`src/rtl/cic_ctrl_pkg.sv`:
```
`default_nettype none
// ============================================================================
// Module  : cic_ctrl_pkg
// Desc    : Shared types and constants for the CIC decimator sequencer
// Rev     : 1.0 - initial release
// ============================================================================
package cic_ctrl_pkg;

  localparam int SEL_W      = 2;
  localparam int NUM_CH_MAX = 4;

  typedef enum logic [2:0] {
    S_IDLE       = 3'd0,
    S_INTEG      = 3'd1,
    S_COMB_ISSUE = 3'd2,
    S_COMB_WAIT  = 3'd3,
    S_OUT        = 3'd4
  } state_t;

endpackage
`default_nettype wire

```
`src/rtl/cic_ctrl.sv`:
```
`default_nettype none
// ============================================================================
// Module  : cic_ctrl
// Desc    : Sequencer for a time-multiplexed CIC decimator (integrator + comb)
// Rev     : 1.0 - initial release
// ============================================================================
module cic_ctrl
  import cic_ctrl_pkg::*;
#(
  parameter int NUM_CH      = 4,
  parameter int CNT_W       = 10,
  parameter int COMB_STAGES = 5
) (
  input  logic             clk_i,
  input  logic             rstn_i,
  input  logic             cfg_en_i,
  input  logic             cfg_clr_i,
  input  logic [SEL_W-1:0] cfg_nch_i,
  input  logic [CNT_W-1:0] cfg_decim_i,
  input  logic             in_valid_i,
  output logic             in_ready_o,
  output logic             integ_en_o,
  output logic [SEL_W-1:0] integ_sel_o,
  output logic             comb_en_o,
  output logic [SEL_W-1:0] comb_sel_o,
  output logic             clr_o,
  output logic             out_valid_o,
  input  logic             out_ready_i,
  output logic [SEL_W-1:0] out_ch_o,
  output logic             ovr_o
);

  localparam int               C_NCH     = (NUM_CH > NUM_CH_MAX) ? NUM_CH_MAX : NUM_CH;
  localparam logic [SEL_W-1:0] C_NCH_MAX = SEL_W'(C_NCH - 1);
  localparam int               C_WAIT_W  = $clog2(COMB_STAGES + 1);

  state_t              r_state;
  state_t              w_next;
  logic [SEL_W-1:0]    r_ch;
  logic [SEL_W-1:0]    r_cch;
  logic [SEL_W-1:0]    r_nch;
  logic [CNT_W-1:0]    r_dec;
  logic [CNT_W-1:0]    r_decim;
  logic [C_WAIT_W-1:0] r_wait;
  logic                r_en_d;
  logic                r_clr;
  logic                r_ovr;

  logic             w_clr_req;
  logic             w_ready;
  logic             w_accept;
  logic             w_wrap;
  logic             w_frame_done;
  logic             w_busy;
  logic [SEL_W-1:0] w_nch_lim;

  // A falling enable only counts as a clear once the filter is running.
  assign w_clr_req    = cfg_clr_i | (r_en_d & ~cfg_en_i & (r_state != S_IDLE));
  assign w_ready      = (r_state == S_INTEG) & cfg_en_i & ~cfg_clr_i;
  assign w_accept     = w_ready & in_valid_i;
  assign w_wrap       = (r_ch == r_nch);
  assign w_frame_done = w_wrap & (r_dec == r_decim);
  assign w_busy       = (r_state == S_COMB_ISSUE) | (r_state == S_COMB_WAIT) | (r_state == S_OUT);
  assign w_nch_lim    = (cfg_nch_i > C_NCH_MAX) ? C_NCH_MAX : cfg_nch_i;

  always_ff @(posedge clk_i or negedge rstn_i) begin
    if (!rstn_i) begin
      r_state <= S_IDLE;
    end else begin
      r_state <= w_next;
    end
  end

  always_comb begin
    w_next = r_state;
    if (w_clr_req) begin
      w_next = S_IDLE;
    end else begin
      unique case (r_state)
        S_IDLE:       if (cfg_en_i) w_next = S_INTEG;
        S_INTEG:      if (w_accept && w_frame_done) w_next = S_COMB_ISSUE;
        // Residency in COMB_WAIT is trimmed so valid lands COMB_STAGES after the issue cycle.
        S_COMB_ISSUE: w_next = (COMB_STAGES == 1) ? S_OUT : S_COMB_WAIT;
        S_COMB_WAIT:  if (r_wait <= C_WAIT_W'(1)) w_next = S_OUT;
        S_OUT:        if (out_ready_i) w_next = (r_cch == r_nch) ? S_INTEG : S_COMB_ISSUE;
        default:      w_next = S_IDLE;
      endcase
    end
  end

  always_comb begin
    in_ready_o  = w_ready;
    integ_en_o  = w_accept;
    integ_sel_o = w_accept ? r_ch : '0;
    comb_en_o   = (r_state == S_COMB_ISSUE);
    comb_sel_o  = (r_state == S_COMB_ISSUE) ? r_cch : '0;
    out_valid_o = (r_state == S_OUT);
    out_ch_o    = (r_state == S_OUT) ? r_cch : '0;
    clr_o       = r_clr;
    ovr_o       = r_ovr;
  end

  always_ff @(posedge clk_i or negedge rstn_i) begin
    if (!rstn_i) begin
      r_ch    <= '0;
      r_cch   <= '0;
      r_dec   <= '0;
      r_wait  <= '0;
      r_nch   <= '0;
      r_decim <= '0;
      r_en_d  <= 1'b0;
      r_clr   <= 1'b0;
      r_ovr   <= 1'b0;
    end else begin
      r_en_d <= cfg_en_i;
      r_clr  <= w_clr_req;
      if (w_clr_req) begin
        r_ch   <= '0;
        r_cch  <= '0;
        r_dec  <= '0;
        r_wait <= '0;
        r_ovr  <= 1'b0;
      end else begin
        if (in_valid_i && w_busy) begin
          r_ovr <= 1'b1;
        end
        unique case (r_state)
          S_IDLE: begin
            if (cfg_en_i) begin
              r_nch   <= w_nch_lim;
              r_decim <= cfg_decim_i;
              r_ch    <= '0;
              r_cch   <= '0;
              r_dec   <= '0;
              r_wait  <= '0;
            end
          end
          S_INTEG: begin
            if (w_accept) begin
              if (w_wrap) begin
                r_ch <= '0;
                if (w_frame_done) begin
                  r_dec <= '0;
                  r_cch <= '0;
                end else begin
                  r_dec <= r_dec + CNT_W'(1);
                end
              end else begin
                r_ch <= r_ch + SEL_W'(1);
              end
            end
          end
          S_COMB_ISSUE: r_wait <= C_WAIT_W'(COMB_STAGES - 1);
          S_COMB_WAIT: begin
            if (r_wait != '0) r_wait <= r_wait - C_WAIT_W'(1);
          end
          S_OUT: begin
            if (out_ready_i && (r_cch != r_nch)) r_cch <= r_cch + SEL_W'(1);
          end
          default: ;
        endcase
      end
    end
  end

endmodule
`default_nettype wire

```
`config.mk`:
```
export PLATFORM = sky130hd
export DESIGN_NAME = cic_ctrl
export DESIGN_NICKNAME = d
export VERILOG_FILES = /design/src/rtl/cic_ctrl_pkg.sv /design/src/rtl/cic_ctrl.sv
export SDC_FILE = /design/constraint.sdc
export NUM_CORES = 1
export LEC_CHECK = 0
export BUFFER_PORTS_ARGS = -buffer_cell sky130_fd_sc_hd__clkbuf_2
export CORE_MARGIN = 3
export CORE_UTILIZATION = 60
export CTS_BUF_LIST = sky130_fd_sc_hd__clkbuf_4
export DETAILED_ROUTE_END_ITERATION = 7
export GPL_TIMING_DRIVEN = 1
export PLACE_DENSITY = 0.93
export SLEW_MARGIN = 20
export SYNTH_ARGS = -nofsm -noshare
export SYNTH_HDL_FRONTEND = slang
export SYNTH_SLANG_ARGS = --single-unit
```
`constraint.sdc`:
```
create_clock -name clk_i -period 3.7 [get_ports clk_i]
set_clock_uncertainty 0.1 [all_clocks]
set_input_delay 0.74 -clock clk_i [delete_from_list [all_inputs] [get_ports clk_i]]
set_output_delay 0.74 -clock clk_i [all_outputs]
set_load 0.01 [all_outputs]
```
==> results.cfg <==
[drt]
viasPerCell = 6.09
drc = 0
drt_wl_total_um = 4580
wire_per_inst_um = 16.5
postRouteAntennaNets = 0
vias = 1693
dr.pass1.iters = 5
first_iter_violations = 139

[clock_tree]
ctsResizeCount = 0
holdBufCountCts = 0
cts_max_level = 2
cts_buffers = 5
post_cts.repair.setup_buffers = 0
numClockSinks = 35
cts_tree = done
clkLatencyLatePin_ns = 0.34
cts.clk_slew.worst_paths_ns = 0.11
root_buffer = clkbuf_4
clk_path_buf_depth = 2

[pwr]
seqPwrFrac = 0.419
intPower_uw = 889
ir_worst_vdd_v = 0.000466
power_switching_share = 0.388
p_sw_uw = 564
clockPowerShare = 0.185
p_per_area_nw_per_um2 = 634
combPwrFrac = 0.396
p_leak_nw = 1.05
power.total_mw = 1.45

[floorplanning]
core_area_um2 = 3150
die_w_um = 64.4
row_count = 20
die_area_um2 = 4150
chipHeight_um = 64.4
boundaryPins = 30
initial_core_util = 0.649

[sta]
timing.final.crit_share = 0.772
max_freq_mhz = 350
slew_headroom = 0.442
hold_viol_final = 0
setup_viol = 0
finalMaxSlewViolations = 0
final.min_clock_period_ns = 2.86
rsz0062_at_grt = false
tns_ns = 0
fin_ws_ns = 0.844
holdWs_ns = 0.371
tightest_slew_ns = 0.837

[finish]
final_common_cell = dfrtp_1
diodes = 0
instances_no_fill = 278
drive_above_1_share = 0.248
syn_to_final_growth_pct = 12.0
utilization = 0.727
final_cell_mix = dfrtp_1, clkbuf_2, nor2_1
layout.nets = 255
final_area_um2 = 2290

[worst_setup_path]
cp-endpoint = integ_sel_o[1]
endpoint_kind = output port
crit_path_max_fanout = 7
required_ns = 2.86
start_kind = input pin
reg2reg_depth = 5
crit_start = cfg_clr_i
rrSetupSlack_ns = 1.25
crit_arrival_ns = 2.02
critPathKind = in2out
regToRegStartpoint = r_state[2]
worst_r2r_endpoint = r_cch[0]

[synthesis]
syn_avg_cell_area_um2 = 10.1
synth_cell_type_count = 52
synthesis.nets = 225
synth-seq-area-share = 0.428
yosys_warnings = 0
yosys-top-cells-area = dfrtp_1, mux2_2, xnor2_1, and2_1, nor2_1
synth_top_area_frac = 0.428
synthArstFlopShare = 1.00
synth_largest_area_cell = dfrtp_1
syn_area_um2 = 2050
synth_edf_count = 0
ys_ff_latch = 35
synth_top_flop_cell = dfrtp_1
synthCells = 203

[hold_path]
hp-class = in2async

[place]
place_hpwl_um = 3340
place_ws_ns = 0.866
place_inst = 270
place_area_um2 = 2220
io_buffer_count = 29
gp_congestion = 0.886

[global_route]
grt.overflow.total = 0
grt_first_pass_wirelength_um = 7810
grt_max_degree = 36
grtUsageTotal = 0.243
antenna_found_initial = 0
grt_pass1_vias = 1645

[run_status]
status = finished, final reports clean

[run]
maxCapViolCount = 0
state kept, by name, indices dropped and copies added (netlist names):
signal and count:
r_dec 10, r_decim 10, r_state 3, r_wait 3, r_cch 2, r_ch 2
r_nch 2, clr_o 1, ovr_o 1, r_en_d 1
how the worst min path moves through the flow:
| stage | end | depth (start not counted) |
|---|---|---|
| after floorplan | clr_o | 0 |
| after global placement | ovr_o | 2 |
| after detailed placement | ovr_o | 2 |
| after CTS | r_wait[2] | 1 |
| after global routing | r_ch[0] | 1 |
| final | clr_o | 1 |
layout make-up:
cell class | count | area, um^2
Sequential cell | 35 | 876
Timing Repair Buffer | 29 | 145
Inverter | 8 | 30.0
Clock inverter | 3 | 38.8
Fill cell | 256 | 861
Tap cell | 44 | 55.1
Multi-Input combinational cell | 154 | 1110
Clock buffer | 5 | 37.5
layer usage:
metal | vias up | routed length [um] | track usage
met5 | - | 0 | 0
met4 | 0 | 107 | 0.0950
met3 | 13 | 315 | 0.0457
met2 | 80 | 2240 | 0.393
met1 | 799 | 1920 | 0.322
li1 | 801 | - | -
cell families (layout without fill, tap and decap cells):
kind of cell | after synthesis | in the layout | synth area share
AND/OR/NAND/NOR | 74 | 74 | 0.213
AO/OA/AOI/OAI | 44 | 44 | 0.149
flip-flops | 35 | 35 | 0.428
XOR/XNOR | 17 | 17 | 0.0728
multiplexers | 15 | 15 | 0.0832
buffers and inverters | 14 | 45 | 0.0294
adder cells (fa/ha/maj) | 4 | 4 | 0.0245
cell usage after synthesis (all sizes together), types with 2 or more instances:
cell,count
dfrtp,35
nor2,15
mux2,13
nand2,12
xnor2,12
a21oi,11
o21ai,10
and2,9
inv,8
nand3,6
or4,6
nand4,5
o31ai,5
xor2,5
clkbuf,4
ha,4
nand2b,4
a21o,3
nor3,3
o221ai,3
o22ai,3
or3,3
buf,2
mux2i,2
nor4,2
power by group through the flow:
stage	Clock (mW)	Sequential (mW)	Combinational, mW
6_report	0.269	0.608	0.575
4_1_cts	0.269	0.605	0.571
2_1_floorplan	0	0.560	0.483
3_5_place_dp	0	0.614	0.566
5_1_grt	0.289	0.625	0.637
3_3_place_gp	0	0.605	0.537
worst max-delay path, stage by stage:
cell and delay, ns:
clkbuf_2 0.14, or3b_4 0.44, or2_1 0.29, inv_1 0.15, and2_1 0.14, clkbuf_2 0.12
Note: power is estimated with default switching activity, not from simulation.
